==> src/rtl/pc_sequencer_pkg.sv <==
// Shared cpu package for the PC sequencer: FSM state encoding and the
// default PC width, fetch step and reset vector.
package pc_sequencer_pkg;

    localparam int              PC_W_DEF     = 16;
    localparam int              PC_STEP_DEF  = 2;
    localparam logic [15:0]     RESET_PC_DEF = 16'h0000;
    localparam int              CNT_W        = 16;

    typedef enum logic [1:0] {
        ST_RUN      = 2'd0,
        ST_BR_WAIT  = 2'd1,
        ST_REDIRECT = 2'd2,
        ST_HALT     = 2'd3
    } seq_state_e;

endpackage

==> src/rtl/pc_sequencer_br_target_calc.sv <==
// Combinational branch target: taken -> br_pc + br_imm, not taken -> br_pc + step.
// All arithmetic wraps modulo 2^PC_W.
module br_target_calc
    import pc_sequencer_pkg::*;
#(
    parameter int PC_W    = PC_W_DEF,
    parameter int PC_STEP = PC_STEP_DEF
) (
    input  logic [PC_W-1:0] br_pc_q,
    input  logic [PC_W-1:0] br_imm_q,
    input  logic            br_taken,
    output logic [PC_W-1:0] next_pc
);

    always_comb begin
        next_pc = br_taken ? (br_pc_q + br_imm_q) : (br_pc_q + PC_W'(PC_STEP));
    end

endmodule

==> src/rtl/pc_sequencer.sv <==
// PC sequencer: sequential fetch, single pending branch with EX resolution,
// one-cycle redirect, halt/resume. Define PC_SEQUENCER_STATS_EN for branch counters.
module pc_sequencer
    import pc_sequencer_pkg::*;
#(
    parameter int              PC_W     = PC_W_DEF,
    parameter logic [PC_W-1:0] RESET_PC = PC_W'(RESET_PC_DEF),
    parameter int              PC_STEP  = PC_STEP_DEF
) (
    input  logic            clk,
    input  logic            reset_n,
    input  logic            fetch_ready,
    input  logic            branch_dec,
    input  logic [PC_W-1:0] br_pc,
    input  logic [PC_W-1:0] br_imm,
    input  logic            resolve_valid,
    input  logic            br_taken,
    input  logic            halt,
    input  logic            resume,
    output logic [PC_W-1:0] pc,
    output logic            fetch_valid,
    output logic            stall_id,
    output logic            flush_if,
    output logic            seq_err,
`ifdef PC_SEQUENCER_STATS_EN
    output logic [CNT_W-1:0] br_count,
    output logic [CNT_W-1:0] br_taken_count,
`endif
    output seq_state_e      dbg_state
);

    // Handshake: a fetch of pc is accepted on a rising edge where
    // fetch_valid && fetch_ready; fetch_valid never depends on fetch_ready.

    seq_state_e      state_q, state_d;
    logic [PC_W-1:0] pc_q, pc_d;
    logic [PC_W-1:0] br_pc_q, br_pc_d;
    logic [PC_W-1:0] br_imm_q, br_imm_d;
    logic            halt_q, halt_d;
    logic            seq_err_q, seq_err_d;
    logic [PC_W-1:0] next_pc;
    logic            resolve_acc;

    br_target_calc #(
        .PC_W    (PC_W),
        .PC_STEP (PC_STEP)
    ) u_br_target_calc (
        .br_pc_q  (br_pc_q),
        .br_imm_q (br_imm_q),
        .br_taken (br_taken),
        .next_pc  (next_pc)
    );

    always_comb begin
        state_d     = state_q;
        pc_d        = pc_q;
        br_pc_d     = br_pc_q;
        br_imm_d    = br_imm_q;
        halt_d      = halt_q;
        seq_err_d   = seq_err_q;
        fetch_valid = 1'b0;
        stall_id    = 1'b0;
        flush_if    = 1'b0;
        resolve_acc = 1'b0;

        case (state_q)
            ST_RUN: begin
                fetch_valid = 1'b1;
                if (resolve_valid) seq_err_d = 1'b1;
                // A decoded branch freezes the pc and wins over halt.
                if (branch_dec) begin
                    br_pc_d  = br_pc;
                    br_imm_d = br_imm;
                    state_d  = ST_BR_WAIT;
                end else begin
                    if (fetch_ready) pc_d = pc_q + PC_W'(PC_STEP);
                    if (halt) state_d = ST_HALT;
                end
            end
            ST_BR_WAIT: begin
                stall_id = 1'b1;
                if (branch_dec) seq_err_d = 1'b1;
                if (halt) halt_d = 1'b1;
                if (resolve_valid) begin
                    resolve_acc = 1'b1;
                    pc_d        = next_pc;
                    state_d     = ST_REDIRECT;
                end
            end
            ST_REDIRECT: begin
                flush_if = 1'b1;
                if (branch_dec || resolve_valid) seq_err_d = 1'b1;
                state_d = (halt_q || halt) ? ST_HALT : ST_RUN;
                halt_d  = 1'b0;
            end
            ST_HALT: begin
                stall_id = 1'b1;
                if (resolve_valid) seq_err_d = 1'b1;
                if (resume && !halt) state_d = ST_RUN;
            end
            default: state_d = ST_RUN;
        endcase
    end

    always_ff @(posedge clk or negedge reset_n) begin
        if (!reset_n) begin
            state_q   <= ST_RUN;
            pc_q      <= RESET_PC;
            br_pc_q   <= '0;
            br_imm_q  <= '0;
            halt_q    <= 1'b0;
            seq_err_q <= 1'b0;
        end else begin
            state_q   <= state_d;
            pc_q      <= pc_d;
            br_pc_q   <= br_pc_d;
            br_imm_q  <= br_imm_d;
            halt_q    <= halt_d;
            seq_err_q <= seq_err_d;
        end
    end

`ifdef PC_SEQUENCER_STATS_EN
    logic [CNT_W-1:0] br_count_q, br_count_d;
    logic [CNT_W-1:0] br_taken_count_q, br_taken_count_d;

    // Both counters saturate at all-ones rather than wrapping.
    always_comb begin
        br_count_d       = br_count_q;
        br_taken_count_d = br_taken_count_q;
        if (resolve_acc && (br_count_q != '1)) br_count_d = br_count_q + CNT_W'(1);
        if (resolve_acc && br_taken && (br_taken_count_q != '1))
            br_taken_count_d = br_taken_count_q + CNT_W'(1);
    end

    always_ff @(posedge clk or negedge reset_n) begin
        if (!reset_n) begin
            br_count_q       <= '0;
            br_taken_count_q <= '0;
        end else begin
            br_count_q       <= br_count_d;
            br_taken_count_q <= br_taken_count_d;
        end
    end

    assign br_count       = br_count_q;
    assign br_taken_count = br_taken_count_q;
`endif

    assign pc        = pc_q;
    assign seq_err   = seq_err_q;
    assign dbg_state = state_q;

endmodule
==> config.mk <==
export PLATFORM = sky130hd
export DESIGN_NAME = pc_sequencer
export DESIGN_NICKNAME = d
export VERILOG_FILES = /design/src/rtl/pc_sequencer_pkg.sv /design/src/rtl/pc_sequencer_br_target_calc.sv /design/src/rtl/pc_sequencer.sv
export SDC_FILE = /design/constraint.sdc
export NUM_CORES = 1
export LEC_CHECK = 0
export CAP_MARGIN = 20
export CORE_MARGIN = 5
export CORE_UTILIZATION = 50
export CTS_BUF_LIST = sky130_fd_sc_hd__clkbuf_2 sky130_fd_sc_hd__clkbuf_4 sky130_fd_sc_hd__clkbuf_8
export CTS_CLUSTER_SIZE = 8
export DETAILED_ROUTE_END_ITERATION = 6
export GPL_ROUTABILITY_DRIVEN = 0
export PLACE_DENSITY_LB_ADDON = 0.3
export SETUP_SLACK_MARGIN = 0.5
export SLEW_MARGIN = 10
export SYNTH_ARGS = -nofsm -noshare
export SYNTH_HDL_FRONTEND = slang
export SYNTH_SLANG_ARGS = --single-unit
export TNS_END_PERCENT = 10
==> constraint.sdc <==
create_clock -name clk -period 5.8 [get_ports clk]
set_input_delay 1.74 -clock clk [delete_from_list [all_inputs] [get_ports clk]]
set_output_delay 1.74 -clock clk [all_outputs]
set_load 0.01 [all_outputs]
==> impl_metrics.tcl, run 1 <==
set metrics [dict create \
    status "complete, no violations" \
    cts_max_level 2 \
    via_per_inst 5.773 \
    floorplan.initialDensity_pct 51.60 \
    vdd_ir_drop_max_mv 0.2737 \
    setup_crit_path_kind "register to primary output" \
    total_power_mw 2.675 \
    rsz0062_at_grt "false" \
    root_buffer "clkbuf_8" \
    wl_per_cell_um 15.25 \
    synth_flop_cell "dfrtp_1" \
    placeableCoreArea_um2 6794 \
    reg2reg_to "pc[9]$_DFFE_PN0P_" \
    timing.reg2reg.setup_slack_ns 2.52 \
    pin_count 62 \
    yosys-mux-area-fraction_pct 12.06 \
    grt_max_degree 53 \
    relSlewSlack_pct 43.21 \
    maxClockFrequency_ghz 0.2462 \
    time_the_final_worst_path_needs_with_i_o_delays_and_setup_ns 4.062 \
    worstHoldPathType "register to register" \
    synth.yosys.warnings 0 \
    syn-instance-count 376 \
    crit_fanout 24 \
    drc 0 \
    worst_hold_startpoint "seq_err$_DFFE_PN0P_" \
    antenna_cells_inserted 0 \
    critPathLaunchType "register" \
    synth_enable_flop_cells 0 \
    cts-buffers-inserted 5 \
    reg_to_reg_start "dbg_state[1]$_DFFE_PN0P_" \
    dr.first_iter.drc_count 207 \
    worst_hold_path.endpoint "seq_err$_DFFE_PN0P_" \
    design.die.area_um2 8786 \
    postCtsResizedCells 0 \
    cap_viol_max_count 0 \
    synth_top_family_by_area "compound AO/OA/AOI/OAI gates" \
    crit_arrival_ns 2.32 \
    gr-usage-all-layers_pct 19.32 \
    worst-slew-pin-transition_ns 0.8518 \
    synth-seq-area-share_pct 37.12 \
    worst_setup_hold_path_clk_slew_ns 0.10 \
    post_cts.repair.setup_buffers 0 \
    finalSetupViolCount 0 \
    fin_crit_sh_pct 70.04 \
    final.hold.worst_slack_ns 0.4973 \
    critPathRequiredTime_ns 4.06 \
    slew_violations 0 \
    num_vias 3048 \
    finalSetupTns_ns 0 \
    crit_path_end_kind "primary output" \
    design.final.nets 493 \
    synth-xor-area-share_pct 5.746 \
    detailed_routing_iterations_pass_1 5 \
    whs_path_depth 1 \
    origin_of_the_worst_setup_path "dbg_state[1]$_DFFE_PN0P_" \
    detailedPlacementHpwl_mm 6.182 \
    reg2reg_depth 7 \
    grt_pass1_vias 2963 \
    synth.largest_area_cell "dfrtp_1" \
    synth_top_cell_area_share_pct 37.12 \
    grt_overflow_total 0 \
    register_bit_count_reported_by_yosys 52 \
    cts_max_path_buffers 2 \
    power_per_cell_area_nw_per_um2 624.5 \
    remaining_number_of_nets_flagged_by_the_antenna_check_after_routing 0 \
    placement_rows 30 \
    die_width_um 93.74 \
    pre_cts_ws_ns 1.568 \
    grt_first_pass_wirelength_mm 13.79 \
    leakage_nw 1.730 \
    grt_antenna_before_repair 0 \
    synth.cell_area_um2 3506 \
    die_height_um 93.74 \
    routed_wl_mm 8.051 \
    clock_insertion_delay_worst_skew_ns 0.31 \
    cts_tree "done" \
    syn_nets 438 \
    synthAdderAreaFrac_pct 8.066 \
    synth_cell_types 55 \
    report.final.hold_viol_count 0 \
    cts.sinks 52 \
    syn-mean-instance-area_um2 9.324 \
    timing.final.ws_setup_ns 1.738 \
    synth_top_cells_by_area "dfrtp_1 37%, mux2_2 11%, ha_1 7.5%, a21oi_1 4.7%, nand2_1 3.6%" \
    final_layout_size_suffix_gt1_share_pct 12.04 \
    final.setup_skew_ns 0.005565 \
    area_fraction_in_compound_gates_after_synthesis_pct 18.81 \
    layout_overhead_on_the_synthesized_area_pct 22.20 \
    buffer_ports.inserted 61 \
    ctsHoldBuffers 0 \
    synthSimpleGateAreaFrac_pct 15.52 \
    ys_async_sr_fraction_pct 100.0 \
]
[worst max-delay path by stage]
stage | endpoint | slack (ns) | cells past startpoint
global placement | pc[9]$_DFFE_PN0P_ | 1.69 | 6
floorplan | stall_id | 2.57 | 5
global route | stall_id | 1.59 | 4
CTS | stall_id | 1.73 | 4
finish | stall_id | 1.74 | 4
detailed placement | pc[9]$_DFFE_PN0P_ | 1.57 | 6
[report_power, final]
| part | internal, mW | leakage [nW] | switching [mW] | total (mW) |
|---|---|---|---|---|
| Sequential | 0.543 | 0.606 | 0.206 | 0.749 |
| Clock | 0.102 | 0.0479 | 0.121 | 0.223 |
| Combinational | 0.806 | 1.08 | 0.897 | 1.70 |
[state kept, by name (all words and copies together), names as in the netlist]
| signal | flops |
|---|---|
| br_imm_q | 16 |
| br_pc_q | 16 |
| pc | 16 |
| dbg_state | 2 |
| halt_q | 1 |
| seq_err | 1 |
[metrics by stage]
stage               instances  util (%)  cell area [µm²]
floorplan                 376         -             3506
global placement          520     61.62             4187
detailed placement        520     61.62             4187
CTS                       528     63.06             4284
global route              528     63.06             4284
finish                    528     63.06             4284
[cells by family after synthesis]
| family | after synthesis |
|---|---|
| muxes | 38 |
| adders and majority gates | 22 |
| AOI/OAI and AO/OA | 105 |
| and+or+nand+nor | 112 |
| DFF | 52 |
| xor gates and xnor gates | 23 |
| buffers and inverters | 24 |
[cell usage in the layout (no fill, tap or decap), drive strengths merged, types with 2 or more instances in the layout]
| cell type | Yosys | final |
|---|---|---|
| clkdlybuf4s50 | 0 | 60 |
| buf | 6 | 3 |
| or3 | 3 | 3 |
| clkbuf | 9 | 7 |
| o31ai | 2 | 2 |
| nor4 | 5 | 5 |
| a211oi | 7 | 7 |
| nand2 | 34 | 34 |
| o21a | 2 | 2 |
| or2 | 2 | 2 |
| xnor2 | 13 | 13 |
| nand4 | 8 | 8 |
| a21oi | 33 | 33 |
| nor2 | 30 | 30 |
| nand3 | 10 | 10 |
| o21ai | 27 | 27 |
| nor3 | 4 | 4 |
| a221oi | 2 | 2 |
| o211ai | 5 | 5 |
| a31o | 2 | 2 |
| a31oi | 6 | 6 |
| xor2 | 10 | 10 |
| nand2b | 6 | 6 |
| mux2i | 4 | 4 |
| a21o | 3 | 3 |
| inv | 9 | 9 |
| dfrtp | 52 | 52 |
| mux2 | 34 | 34 |
| nor2b | 4 | 4 |
| or4 | 2 | 2 |
| o22ai | 3 | 3 |
| ha | 21 | 21 |
[area by class of cell]
class / instances / area [µm²]
Inverter: 9 / 33.78
Clock inverter: 1 / 7.507
Sequential cell: 52 / 1301
Fill cell: 566 / 2510
Timing Repair Buffer: 63 / 620.6
Tap cell: 96 / 120.1
Clock buffer: 7 / 90.09
Multi-Input combinational cell: 300 / 2111
[worst max-delay path, stage by stage (launching register included)]
cell and delay (ns):
dfrtp_1 0.43, inv_1 0.11, ha_1 0.72, or2_2 0.23
clkdlybuf4s50_1 0.53
[cells in the mapped netlist (5+ instances only)]
cell type,count
xor2_1,10
nand3_1,10
mux2_2,34
o21ai_0,23
a31oi_1,6
a211oi_1,6
ha_1,21
inv_1,9
nor2_1,30
clkbuf_1,9
nand2b_1,5
a21oi_1,33
nand2_1,34
xnor2_1,13
dfrtp_1,52
nor4_1,5
o211ai_1,5
nand4_1,8
[per-layer routing]
metal,global-route usage (%),up-vias,routed length (µm)
li1,-,1493,-
met1,26.56,1422,3709
met2,30.28,117,3624
met3,3.846,16,582
met4,6.739,0,134
met5,0,-,0
(Power assumes the default switching activity.)
==> inputs of run 2 (changes only) <==
==> constraint.sdc (replaced) <==
create_clock -name clk -period 3.7 [get_ports clk]
set_input_delay 1.11 -clock clk [delete_from_list [all_inputs] [get_ports clk]]
set_output_delay 1.11 -clock clk [all_outputs]
set_load 0.01 [all_outputs]
==> impl_metrics.tcl, run 2 (synthesized netlist as in run 1, its figures left out) <==
set metrics [dict create \
    grt_pass1_vias 2929 \
    ctsHoldBuffers 0 \
    design.die.area_um2 8786 \
    power.internal_mw 2.289 \
    cts_max_path_buffers 2 \
    root_buffer "clkbuf_8" \
    design.final.nets 496 \
    buffer_ports.inserted 61 \
    via_per_inst 5.840 \
    rsz0062_at_grt "false" \
    worst-slew-pin-transition_ns 0.5326 \
    grt_antenna_before_repair 0 \
    critPathLaunchType "input pin" \
    cts_tree "done" \
    setup_crit_path_kind "input pin to register" \
    finalSetupTns_ns 0 \
    status "complete, no violations" \
    placement_rows 30 \
    seqPwrFrac_pct 28.0 \
    final_common_cell "clkdlybuf4s50_1" \
    fin_util_pct 63.39 \
    grt_first_pass_wirelength_mm 13.93 \
    pin_count 62 \
    cts.sinks 52 \
    final.hold.worst_slack_ns 0.4806 \
    crit_arrival_ns 3.16 \
    relSlewSlack_pct 64.19 \
    die_width_um 93.74 \
    worstHoldPathType "register to register" \
    detailedPlacementHpwl_mm 6.410 \
    critPathRequiredTime_ns 3.90 \
    power.share.switching_pct 45.72 \
    clock_insertion_delay_worst_skew_ns 0.31 \
    clock_power_share_pct 8.2 \
    antenna_cells_inserted 0 \
    postCtsResizedCells 0 \
    layout_common_cells "60 x clkdlybuf4s50_1, 52 x dfrtp_1, 34 x nand2_1, 34 x mux2_2, 33 x a21oi_1" \
    report.final.hold_viol_count 0 \
    power_frac_comb_pct 63.8 \
    p_switching_mw 1.928 \
    timing.final.ws_setup_ns 0.7389 \
    grt_max_degree 33 \
    detailed_routing_iterations_pass_1 6 \
    grt_overflow_total 0 \
    fin_crit_sh_pct 80.03 \
    pre_cts_ws_ns 0.4272 \
    layout_overhead_on_the_synthesized_area_pct 22.84 \
    power_per_cell_area_nw_per_um2 979.2 \
    final_layout_size_suffix_gt1_share_pct 12.64 \
    finalSetupViolCount 0 \
    die_height_um 93.74 \
    remaining_number_of_nets_flagged_by_the_antenna_check_after_routing 0 \
    final.setup_skew_ns 0.008097 \
    wl_per_cell_um 15.50 \
    time_the_final_worst_path_needs_with_i_o_delays_and_setup_ns 2.961 \
    cap_viol_max_count 0 \
    cts_max_level 2 \
    leakage_nw 1.745 \
    total_power_mw 4.217 \
    floorplan.initialDensity_pct 51.60 \
    crit_path_end_kind "register" \
    cp_slowest_stage_delay_ns 0.48 \
    critical_path.cell_chain "clkdlybuf4s50_1, nand2b_4, a211o_1, or3_1, o22ai_1, o311a_1, a21oi_1" \
    maxClockFrequency_ghz 0.3377 \
    critical-path-slowest-cell "or3_1" \
    routed_wl_mm 8.232 \
    slew_violations 0 \
    vdd_ir_drop_max_mv 0.4292 \
    placeableCoreArea_um2 6794 \
    drc 0 \
    gr-usage-all-layers_pct 19.51 \
    post_cts.repair.setup_buffers 0 \
    crit_fanout 14 \
    num_vias 3101 \
    cts-buffers-inserted 5 \
    dr.first_iter.drc_count 141 \
    worst_setup_hold_path_clk_slew_ns 0.09 \
]
-- run 2: cell count changes in the layout (fill, tap and decap cells not counted) --
cell | before | now
buf_4 | 2 | 5
-- run 2: layer usage --
layer  vias to the layer above  share of wire (%)  GRT usage, %
met4                         0                1.0         3.971
met1                      1463                 45         28.11
met5                         -                  0             0
met2                       134                 47         31.28
met3                        11                7.2         2.804
li1                       1493                  -             -
-- run 2: critical path: cells and delay by family --
family	cells	cell delay, ns
AO/OA/AOI/OAI	4	0.91
AND/OR/NAND/NOR	2	0.67
buffers and inverters	1	0.47
-- run 2: power by group through the flow --
stage                     clock network, mW  registers [mW]  logic [mW]
after floorplan                           0            1.13        1.92
after global placement                    0            1.17        2.60
after detailed placement                  0            1.19        2.66
after CTS                             0.358            1.17        2.68
after global routing                  0.376            1.23        2.99
final                                 0.345            1.18        2.69
-- run 2: worst paths after layout --
| kind | start | end | slack (ns) | depth (start not counted) |
|---|---|---|---|---|
| setup / recovery | branch_dec | pc[12]$_DFFE_PN0P_ | 0.74 | 7 |
| max in group asynchronous | reset_n | br_pc_q[15]$_DFFE_PN0P_ | 2.15 | 2 |
| min in group asynchronous | reset_n | halt_q$_DFFE_PN0P_ | 0.77 | 1 |
| hold / removal | seq_err$_DFFE_PN0P_ | seq_err$_DFFE_PN0P_ | 0.48 | 1 |
| setup reg to reg | dbg_state[1]$_DFFE_PN0P_ | pc[12]$_DFFE_PN0P_ | 1.16 | 9 |
| hold reg to reg | seq_err$_DFFE_PN0P_ | seq_err$_DFFE_PN0P_ | 0.48 | 1 |
-- run 2: cell type report --
class / instances / area, µm²
flip-flops and latches: 52 / 1301
clock inverters: 1 / 7.507
well taps: 96 / 120.1
multi-input cells: 300 / 2111
clock buffers: 7 / 90.09
fillers: 552 / 2487
inverters: 9 / 33.78
repair buffers: 66 / 643.1
-- run 2: stage by stage --
step | cells | area [µm²]
4_1_cts | 531 | 4307
2_1_floorplan | 376 | 3506
3_3_place_gp | 523 | 4209
5_1_grt | 531 | 4307
3_5_place_dp | 523 | 4209
6_report | 531 | 4307
